[src/rtl/riscv_muldiv_pkg.sv]
`default_nettype none
// +---------------------------------------------------------------------------+
// | riscv_muldiv_pkg : op encodings, FSM states and signedness helpers        |
// | Revision 1.0                                                              |
// +---------------------------------------------------------------------------+
package riscv_muldiv_pkg;

  localparam logic [2:0] OP_MUL    = 3'd0;
  localparam logic [2:0] OP_MULH   = 3'd1;
  localparam logic [2:0] OP_MULHSU = 3'd2;
  localparam logic [2:0] OP_MULHU  = 3'd3;
  localparam logic [2:0] OP_DIV    = 3'd4;
  localparam logic [2:0] OP_DIVU   = 3'd5;
  localparam logic [2:0] OP_REM    = 3'd6;
  localparam logic [2:0] OP_REMU   = 3'd7;

  typedef enum logic [1:0] {
    ST_IDLE = 2'd0,
    ST_BUSY = 2'd1,
    ST_DONE = 2'd2
  } state_e;

  function automatic logic is_div(input logic [2:0] op);
    return op[2];
  endfunction

  function automatic logic is_signed_a(input logic [2:0] op);
    return (op == OP_MULH) || (op == OP_MULHSU) || (op == OP_DIV) || (op == OP_REM);
  endfunction

  function automatic logic is_signed_b(input logic [2:0] op);
    return (op == OP_MULH) || (op == OP_DIV) || (op == OP_REM);
  endfunction

endpackage
`default_nettype wire

[src/rtl/riscv_div_step.sv]
`default_nettype none
// +---------------------------------------------------------------------------+
// | riscv_div_step : one combinational restoring-division step                |
// | Revision 1.0                                                              |
// +---------------------------------------------------------------------------+
module riscv_div_step #(
  parameter int XLEN = 32
) (
  input  logic [XLEN-1:0] rem_i,
  input  logic [XLEN-1:0] div_i,
  input  logic            bit_i,
  output logic [XLEN-1:0] rem_o,
  output logic            q_o
);

  logic [XLEN:0]   shifted;
  logic [XLEN+1:0] diff;
  logic            unused_bits;

  assign shifted = {rem_i, bit_i};
  assign diff    = {1'b0, shifted} - {2'b00, div_i};
  assign q_o     = ~diff[XLEN+1];
  // rem_i < div_i keeps both candidates below div_i, so the top bits are always zero
  assign rem_o       = q_o ? diff[XLEN-1:0] : shifted[XLEN-1:0];
  assign unused_bits = diff[XLEN] ^ shifted[XLEN];

endmodule
`default_nettype wire

[src/rtl/riscv_muldiv.sv]
`default_nettype none
// +---------------------------------------------------------------------------+
// | riscv_muldiv : iterative RV32M/RV64M multiply/divide unit with issue tag  |
// | Option: RISCV_MULDIV_FAST_MUL_EN selects single-cycle multiplies          |
// | Revision 1.0                                                              |
// +---------------------------------------------------------------------------+
module riscv_muldiv
  import riscv_muldiv_pkg::*;
#(
  parameter int XLEN  = 32,
  parameter int TAG_W = 4
) (
  input  logic             clk_i,
  input  logic             rst_ni,
  input  logic             valid_i,
  output logic             ready_o,
  input  logic [2:0]       op_i,
  input  logic [XLEN-1:0]  a_i,
  input  logic [XLEN-1:0]  b_i,
  input  logic [TAG_W-1:0] tag_i,
  input  logic             flush_i,
  output logic             valid_o,
  input  logic             ready_i,
  output logic [XLEN-1:0]  result_o,
  output logic [TAG_W-1:0] tag_o,
  output logic             busy_o
);

  localparam int               CNT_W    = $clog2(XLEN + 1);
  localparam logic [CNT_W-1:0] CNT_INIT = CNT_W'(XLEN);
  localparam logic [CNT_W-1:0] CNT_ONE  = CNT_W'(1);
  localparam logic [XLEN-1:0]  MOST_NEG = {1'b1, {(XLEN-1){1'b0}}};

  state_e            state_q, state_d;
  logic [2:0]        op_q, op_d;
  logic [TAG_W-1:0]  tag_q, tag_d, tag_out_q, tag_out_d;
  logic              neg_q, neg_d;
  logic [CNT_W-1:0]  cnt_q, cnt_d;
  logic [XLEN-1:0]   opnd_q, opnd_d;
  logic [2*XLEN-1:0] acc_q, acc_d;
  logic [XLEN-1:0]   res_q, res_d;
  logic              valid_q, valid_d;

  logic              sign_a, sign_b, neg_in;
  logic [XLEN-1:0]   mag_a, mag_b;
  logic              special;
  logic [XLEN-1:0]   special_res;

  assign sign_a = is_signed_a(op_i) & a_i[XLEN-1];
  assign sign_b = is_signed_b(op_i) & b_i[XLEN-1];
  assign mag_a  = sign_a ? -a_i : a_i;
  assign mag_b  = sign_b ? -b_i : b_i;
  assign neg_in = (op_i == OP_REM) ? sign_a : (sign_a ^ sign_b);

`ifdef RISCV_MULDIV_FAST_MUL_EN
  logic [2*XLEN-1:0] fast_mag, fast_prod;
  assign fast_mag  = {{XLEN{1'b0}}, mag_a} * {{XLEN{1'b0}}, mag_b};
  assign fast_prod = neg_in ? -fast_mag : fast_mag;
`endif

  // Results known at accept bypass the iterative datapath entirely
  always_comb begin
    special     = 1'b0;
    special_res = '0;
    if (is_div(op_i) && (b_i == '0)) begin
      special     = 1'b1;
      special_res = ((op_i == OP_DIV) || (op_i == OP_DIVU)) ? '1 : a_i;
    end else if (((op_i == OP_DIV) || (op_i == OP_REM)) && (a_i == MOST_NEG) && (b_i == '1)) begin
      special     = 1'b1;
      special_res = (op_i == OP_DIV) ? a_i : '0;
    end
`ifdef RISCV_MULDIV_FAST_MUL_EN
    else if (!is_div(op_i)) begin
      special     = 1'b1;
      special_res = (op_i == OP_MUL) ? fast_prod[XLEN-1:0] : fast_prod[2*XLEN-1:XLEN];
    end
`endif
  end

  // acc holds {partial, multiplier} for multiply and {remainder, dividend/quotient} for divide
  logic [XLEN:0]     mul_sum;
  logic [XLEN-1:0]   div_rem;
  logic              div_q;
  logic [2*XLEN-1:0] acc_step;

  assign mul_sum = {1'b0, acc_q[2*XLEN-1:XLEN]} + {1'b0, opnd_q & {XLEN{acc_q[0]}}};

  riscv_div_step #(
    .XLEN (XLEN)
  ) u_div_step (
    .rem_i (acc_q[2*XLEN-1:XLEN]),
    .div_i (opnd_q),
    .bit_i (acc_q[XLEN-1]),
    .rem_o (div_rem),
    .q_o   (div_q)
  );

  assign acc_step = is_div(op_q) ? {div_rem, acc_q[XLEN-2:0], div_q}
                                 : {mul_sum, acc_q[XLEN-1:1]};

  logic [2*XLEN-1:0] prod_fix;
  logic [XLEN-1:0]   quo_fix, rem_fix, final_res;

  assign prod_fix = neg_q ? -acc_step : acc_step;
  assign quo_fix  = neg_q ? -acc_step[XLEN-1:0] : acc_step[XLEN-1:0];
  assign rem_fix  = neg_q ? -acc_step[2*XLEN-1:XLEN] : acc_step[2*XLEN-1:XLEN];

  always_comb begin
    final_res = rem_fix;
    case (op_q)
      OP_MUL:                        final_res = prod_fix[XLEN-1:0];
      OP_MULH, OP_MULHSU, OP_MULHU:  final_res = prod_fix[2*XLEN-1:XLEN];
      OP_DIV, OP_DIVU:               final_res = quo_fix;
      default:                       final_res = rem_fix;
    endcase
  end

  always_comb begin
    state_d   = state_q;
    op_d      = op_q;
    tag_d     = tag_q;
    neg_d     = neg_q;
    cnt_d     = cnt_q;
    opnd_d    = opnd_q;
    acc_d     = acc_q;
    res_d     = res_q;
    tag_out_d = tag_out_q;
    valid_d   = valid_q;
    if (flush_i) begin
      state_d = ST_IDLE;
      valid_d = 1'b0;
    end else begin
      case (state_q)
        ST_IDLE: begin
          if (valid_i) begin
            op_d  = op_i;
            tag_d = tag_i;
            neg_d = neg_in;
            cnt_d = CNT_INIT;
            if (is_div(op_i)) begin
              opnd_d = mag_b;
              acc_d  = {{XLEN{1'b0}}, mag_a};
            end else begin
              opnd_d = mag_a;
              acc_d  = {{XLEN{1'b0}}, mag_b};
            end
            if (special) begin
              state_d   = ST_DONE;
              valid_d   = 1'b1;
              res_d     = special_res;
              tag_out_d = tag_i;
            end else begin
              state_d = ST_BUSY;
            end
          end
        end
        ST_BUSY: begin
          acc_d = acc_step;
          cnt_d = cnt_q - CNT_ONE;
          if (cnt_q == CNT_ONE) begin
            state_d   = ST_DONE;
            valid_d   = 1'b1;
            res_d     = final_res;
            tag_out_d = tag_q;
          end
        end
        ST_DONE: begin
          if (ready_i) begin
            state_d = ST_IDLE;
            valid_d = 1'b0;
          end
        end
        default: state_d = ST_IDLE;
      endcase
    end
  end

  always_ff @(posedge clk_i or negedge rst_ni) begin
    if (!rst_ni) begin
      state_q   <= ST_IDLE;
      op_q      <= '0;
      tag_q     <= '0;
      neg_q     <= 1'b0;
      cnt_q     <= '0;
      opnd_q    <= '0;
      acc_q     <= '0;
      res_q     <= '0;
      tag_out_q <= '0;
      valid_q   <= 1'b0;
    end else begin
      state_q   <= state_d;
      op_q      <= op_d;
      tag_q     <= tag_d;
      neg_q     <= neg_d;
      cnt_q     <= cnt_d;
      opnd_q    <= opnd_d;
      acc_q     <= acc_d;
      res_q     <= res_d;
      tag_out_q <= tag_out_d;
      valid_q   <= valid_d;
    end
  end

  assign ready_o  = (state_q == ST_IDLE) && !flush_i;
  assign busy_o   = (state_q != ST_IDLE);
  assign valid_o  = valid_q;
  assign result_o = res_q;
  assign tag_o    = tag_out_q;

endmodule
`default_nettype wire

[config.mk]
export PLATFORM = sky130hd
export DESIGN_NAME = riscv_muldiv
export DESIGN_NICKNAME = d
export VERILOG_FILES = /design/src/rtl/riscv_muldiv_pkg.sv /design/src/rtl/riscv_div_step.sv /design/src/rtl/riscv_muldiv.sv
export SDC_FILE = /design/constraint.sdc
export NUM_CORES = 1
export LEC_CHECK = 0
export ABC_AREA = 1
export BUFFER_PORTS_ARGS = -buffer_cell sky130_fd_sc_hd__buf_2
export CORE_AREA = 2 2 249 251
export CTS_BUF_LIST = sky130_fd_sc_hd__clkbuf_16
export DETAILED_ROUTE_END_ITERATION = 12
export DIE_AREA = 0 0 251 253
export GPL_ROUTABILITY_DRIVEN = 0
export HOLD_SLACK_MARGIN = 0.1
export PLACE_DENSITY = 0.52
export RECOVER_POWER = 50
export SLEW_MARGIN = 20
export SYNTH_ARGS = -nofsm -noshare
export SYNTH_HDL_FRONTEND = slang
export SYNTH_HIERARCHICAL = 1
export SYNTH_SLANG_ARGS = --single-unit
[constraint.sdc]
create_clock -name clk_i -period 4.6 [get_ports clk_i]
set_clock_uncertainty 0.15 [all_clocks]
set_input_delay 0.23 -clock clk_i [delete_from_list [all_inputs] [get_ports clk_i]]
set_output_delay 0.23 -clock clk_i [all_outputs]
set_load 0.05 [all_outputs]
* After elaboration in Yosys (flattened, before gate mapping)
Index checks and enable logic that the tools add are counted.
Word-level totals: flip-flop bits (word level) 149, output and inout port bits 39, logic and storage cells 112
Cells by class: add/subtract/negate cells 8, equal/unequal tests 22, muxes and demuxes 41, bitwise logic cells 6, reduce and logical (&&, ||, !) cells 25
Operators by type and width (number):
- $mux W32 | 14
- $mux W64 | 3
- $neg A32 Y32 | 4
- $pmux W64 S2 | 1
- $pmux W32 S3 | 1
- $eq A32 B32 Y1 const B | 2
- $neg A64 Y64 | 1
- $pmux W32 S2 | 1
- $sub A33 B32 Y34 | 1
- $add A32 B32 Y33 | 1
- $and A32 B32 Y32 | 1
- $logic_not A32 Y1 | 1
- $eq A3 B3 Y1 const B | 5
- $mux W4 | 3
- $ne A3 B3 Y1 const B | 4
- $pmux W6 S2 | 1
- $mux W2 | 5
- $reduce_and A5 Y1 | 2
- $eq A3 B2 Y1 const B | 3
- $reduce_and A3 Y1 | 3
- $mux W1 | 8
- $pmux W4 S2 | 1
- $logic_or A1 B1 Y1 | 7
- $eq A3 B1 Y1 const B | 2
- 19 further kinds | 27

* Longest topological paths before layout
depth after elaboration 10, depth in mapped cells 33

* Hierarchy
The synthesis kept the hierarchy.
By module, submodules not included:
- riscv_muldiv | times used 1, cells each 2566, area each 15496.1 µm², seq. area each 3728.6 µm²
- riscv_div_step | times used 1, cells each 639, area each 3125.5 µm², seq. area each 0.0 µm²

* Least setup slack after synthesis
No wires, ideal clock.
path kind register -> register, start reg acc_q[50], end reg res_q[20] (netlist: result_o[20]), library setup time 0.077 ns, arrival 3.648 ns, required time 4.373 ns, slack 0.725 ns, stages on the path, launching flop included 31, clock period less this slack 3.875 ns, path through dfrtp_1 ha_1 nand2_2 inv_1 nand2_1 nand3_1 a21oi_2 nor2_1 nor2_4 nand2_8 buf_6 o21ai_4 ha_1 inv_1 nor2_2 nand3_2 nor2_4 nand2_2 nor2_2 nand2_2 o21ai_4 nand2_4 nor2_8 inv_4 a21oi_4 nand2_1 xor2_1 nand2_1 nand2_1 nand2_1 a21oi_1
Between the ends: word-level cells in the longest chain between the ends 8
RTL lines:
- from (decl) | line riscv_muldiv.sv:40 | logic [2*XLEN-1:0] acc_q, acc_d;
- from (signal assigned) | line riscv_muldiv.sv:186 | acc_q <= '0;
- from (signal assigned) | line riscv_muldiv.sv:197 | acc_q <= acc_d;
- $sub A33 B32 Y34 * | line riscv_div_step.sv:21 | assign diff = {1'b0, shifted} - {2'b00, div_i};
- $not A1 Y1 * | line riscv_div_step.sv:22 | assign q_o = ~diff[XLEN+1];
- via div_q | line riscv_muldiv.sv:83 | logic div_q;
- $mux W64 * | line riscv_muldiv.sv:98 | assign acc_step = is_div(op_q) ? {div_rem, acc_q[XLEN-2:0], div_q}
- $neg A64 Y64 or $neg A32 Y32 (tied branches) | line riscv_muldiv.sv:104, riscv_muldiv.sv:105
- $mux W64 or $mux W32 (tied branches) | line riscv_muldiv.sv:104, riscv_muldiv.sv:105
- $pmux W32 S3 * | line riscv_muldiv.sv:110 | case (op_q)
- $mux W32 * | line riscv_muldiv.sv:160 | if (cnt_q == CNT_ONE) begin
- $pmux W32 S2 * | line riscv_muldiv.sv:133 | case (state_q)
- to (signal assigned) | line riscv_muldiv.sv:198 | res_q <= res_d;
- to (decl) | line riscv_muldiv.sv:41 | logic [XLEN-1:0] res_q, res_d;
The timed path passes the listed nets; every way through them passes the cells marked *. The select of a mux whose other input is x is not followed. A chain may end at the register's enable or synchronous reset.

* Worst setup path in the final report
start reg opnd_q[20], end reg res_q[18] (netlist: result_o[18])
Between the ends: word-level cells in the longest chain between the ends 8
RTL lines:
- from (decl) | line riscv_muldiv.sv:39 | logic [XLEN-1:0] opnd_q, opnd_d;
- from (signal assigned) | line riscv_muldiv.sv:196 | opnd_q <= opnd_d;
- $sub A33 B32 Y34 * | line riscv_div_step.sv:21
- $not A1 Y1 * | line riscv_div_step.sv:22
- via div_q | line riscv_muldiv.sv:83
- $mux W64 * | line riscv_muldiv.sv:98
- $neg A64 Y64 or $neg A32 Y32 (tied branches) | line riscv_muldiv.sv:104, riscv_muldiv.sv:105
- $mux W64 or $mux W32 (tied branches) | line riscv_muldiv.sv:104, riscv_muldiv.sv:105
- $pmux W32 S3 * | line riscv_muldiv.sv:110
- $mux W32 * | line riscv_muldiv.sv:160
- $pmux W32 S2 * | line riscv_muldiv.sv:133
Marked as above.

==> flow_metrics.tcl <==
set metrics [dict create \
    cts_buffers 17 \
    crit_start "opnd_q[20]" \
    r2r_start "opnd_q[20]" \
    drv_slew 70 \
    avgSynthCellArea_um2 5.81 \
    hold_viol 0 \
    cts_tree "built" \
    num_rows 91 \
    rr_worst_depth 24 \
    initial_utilization_pct 30.5 \
    routed_wl_um 85000 \
    tightest_slew_ns 3.44 \
    io-pin-count 115 \
    antenna_found_initial 0 \
    syn-instance-count 3205 \
    area_growth_pct 15.5 \
    critPathLaunchType "flop" \
    grt_start_max_net_pins 83 \
    track_usage_pct 26.6 \
    die_area_um2 63500 \
    vias 21800 \
    clk_latency_ns 0.47 \
    worstSetupEndpointType "flop" \
    die_height_um 253 \
    fin_crit_sh_pct 95.4 \
    port_buffers 114 \
    synth-async-reset-ratio_pct 100 \
    diodes 0 \
    multi_input_area_um2 12600 \
    worst-path-max-fanout 25 \
    viasPerCell 5.22 \
    maxSlewHeadroom_pct -129 \
    endpoint "result_o[18]" \
    coreArea_um2 61000 \
    synth-seq-cells 149 \
    drive_above_1_share_pct 10.6 \
    first_pass_iters 6 \
    synth.distinct_cells 60 \
    post-route-min-period_ns 4.39 \
    synth_edf_count 0 \
    violations "capacitance limit, slew limit" \
    drv_cap 1 \
    finalSetupTns_ns 0 \
    dp.cells 4102 \
    synth_top_area_cell "nand2_1" \
    hp-class "in2reg" \
    max_freq_ghz 0.228 \
    r2r_slack_ns 0.21 \
    fillers 6950 \
    drt_iter0_drc 2674 \
    ys_warn_count 6 \
    r2r-end "result_o[18]" \
    synth_most_common_cell "nand2_1" \
    yosys-top-cells-area "nand2_1, dfrtp_1, inv_1, nand3_1, nor2_1" \
    ant_nets 0 \
    outcome "finished with violations" \
    seq_area_frac_synth_pct 20.0 \
    stdcell_area_um2 21500 \
    clk_pin_slew_ns 0.08 \
    drc 0 \
    grt_pass1_wl_um 128000 \
    placed_area_um2 20400 \
    avgRoutedWirePerCell_um 20.3 \
    hpwl_um 69500 \
    synthFlopType "dfrtp_1" \
    seqCellArea_um2 3730 \
    cts.sinks 149 \
    finalSetupViolCount 0 \
    dp_slack_ns 0.145 \
    final_cells 4180 \
    syn_area_um2 18600 \
    required_ns 4.79 \
    die_w_um 251 \
    setup_slack_ns 0.210 \
    overflow 0 \
    yosys-top-cells-count "nand2_1, inv_1, nor2_1, nand3_1, o21ai_0" \
    clock-root-buffer "clkbuf_16" \
    path_class "reg2reg" \
    final_nets 3529 \
    h-tree-depth 4 \
    cp.arrival_ns 4.58 \
    cts_buffer_depth 2 \
    syn_nets 3357 \
    synth_top_area_share_pct 20.9 \
    grt_pass1_vias 20500 \
]
stage by stage:
| step | hold WS (ns) | utilization (%) |
|---|---|---|
| 6_report | 0.115 | 35.2 |
| 5_1_grt | 0.124 | 35.2 |
| 4_1_cts | 0.106 | 35.1 |
| 3_5_place_dp | 0.164 | 33.4 |
| 3_3_place_gp | 0.167 | 33.4 |
| 2_1_floorplan | -0.216 | - |
sequential cells by signal, indices dropped and copies added (netlist names):
name      cells
acc_q        64
cnt_q         6
neg_q         1
op_q          3
opnd_q       32
result_o     32
state_q       2
tag_o         4
tag_q         4
valid_o       1
layout make-up:
class | instances | share of cell area [%]
clock buffers | 17 | 1.98
well taps | 790 | 4.60
multi-input cells | 2461 | 58.5
inverters | 491 | 8.60
flip-flops and latches | 149 | 17.4
repair buffers | 257 | 8.06
clock inverters | 15 | 0.902
placed cells by master, fill, tap and decap left out, drive strengths merged, types with 37 or more instances in the layout:
cell and instances:
a21oi 157, buf 177, clkbuf 54, dfrtp 149, dlygate4sd3 42, ha 74, inv 497, nand2 1063
nand3 257, nand4 37, nor2 336, nor3 51, o211ai 48, o21ai 202, xor2 84
critical path, cell delays in order (launching register included):
cell and delay [ns]:
dfrtp_1 0.43, inv_1 0.06, ha_1 0.37, nand2_2 0.11, inv_1 0.05, nand2_1 0.06
nand3_1 0.08, a21oi_2 0.18, nor2_1 0.09, nor2_4 0.21, nand2_8 0.09, buf_4 0.27
nand2_1 0.12, nand2_1 0.09, o21ai_4 0.23, ha_1 0.23, inv_1 0.12, o21ai_0 0.24
nand3_1 0.18, a21oi_4 0.21, nand3_1 0.10, nand2_1 0.07, nor2_1 0.04, o211ai_1 0.36
a21oi_1 0.11
routing by layer:
| layer | vias up | part of all wire (%) | GRT usage [%] |
|---|---|---|---|
| met5 | - | 0 | 0 |
| met4 | 0 | 3.9 | 9.44 |
| met3 | 157 | 7.5 | 3.58 |
| met2 | 964 | 45 | 43.2 |
| met1 | 10100 | 44 | 36.0 |
| li1 | 10600 | - | - |
worst min path at each step:
stage | depth (start not counted) | to | start | slack (ns)
4_1_cts | 5 | opnd_q[17] | b_i[17] | 0.11
6_report | 5 | opnd_q[17] | b_i[17] | 0.11
3_5_place_dp | 1 | state_q[0] | rst_ni | 0.16
3_3_place_gp | 1 | tag_q[3] | rst_ni | 0.17
2_1_floorplan | 0 | acc_q[0] | rst_ni | -0.22
5_1_grt | 3 | opnd_q[30] | a_i[30] | 0.12
cells by family (layout without fill, tap and decap cells):
kind of cell	count (synthesis)	after routing	synth area share [%]
adders and majority gates	76	76	5.19
buffers and inverters	595	780	12.9
DFF	149	149	20.0
AOI/OAI and AO/OA	479	479	15.2
and+or+nand+nor	1805	1805	41.8
xor gates and xnor gates	97	97	4.56
muxes	4	4	0.242
timing repair:
item	CTS	global route
resized for setup	0	20
hold buffers	42	0
endpoints found under the hold margin	110	0
setup buffers	0	4
setup endpoints to repair	0	21
Power is left out: the tool's default activity adds up to more than one toggle a clock period on the data nets, which glitch-free logic cannot reach.
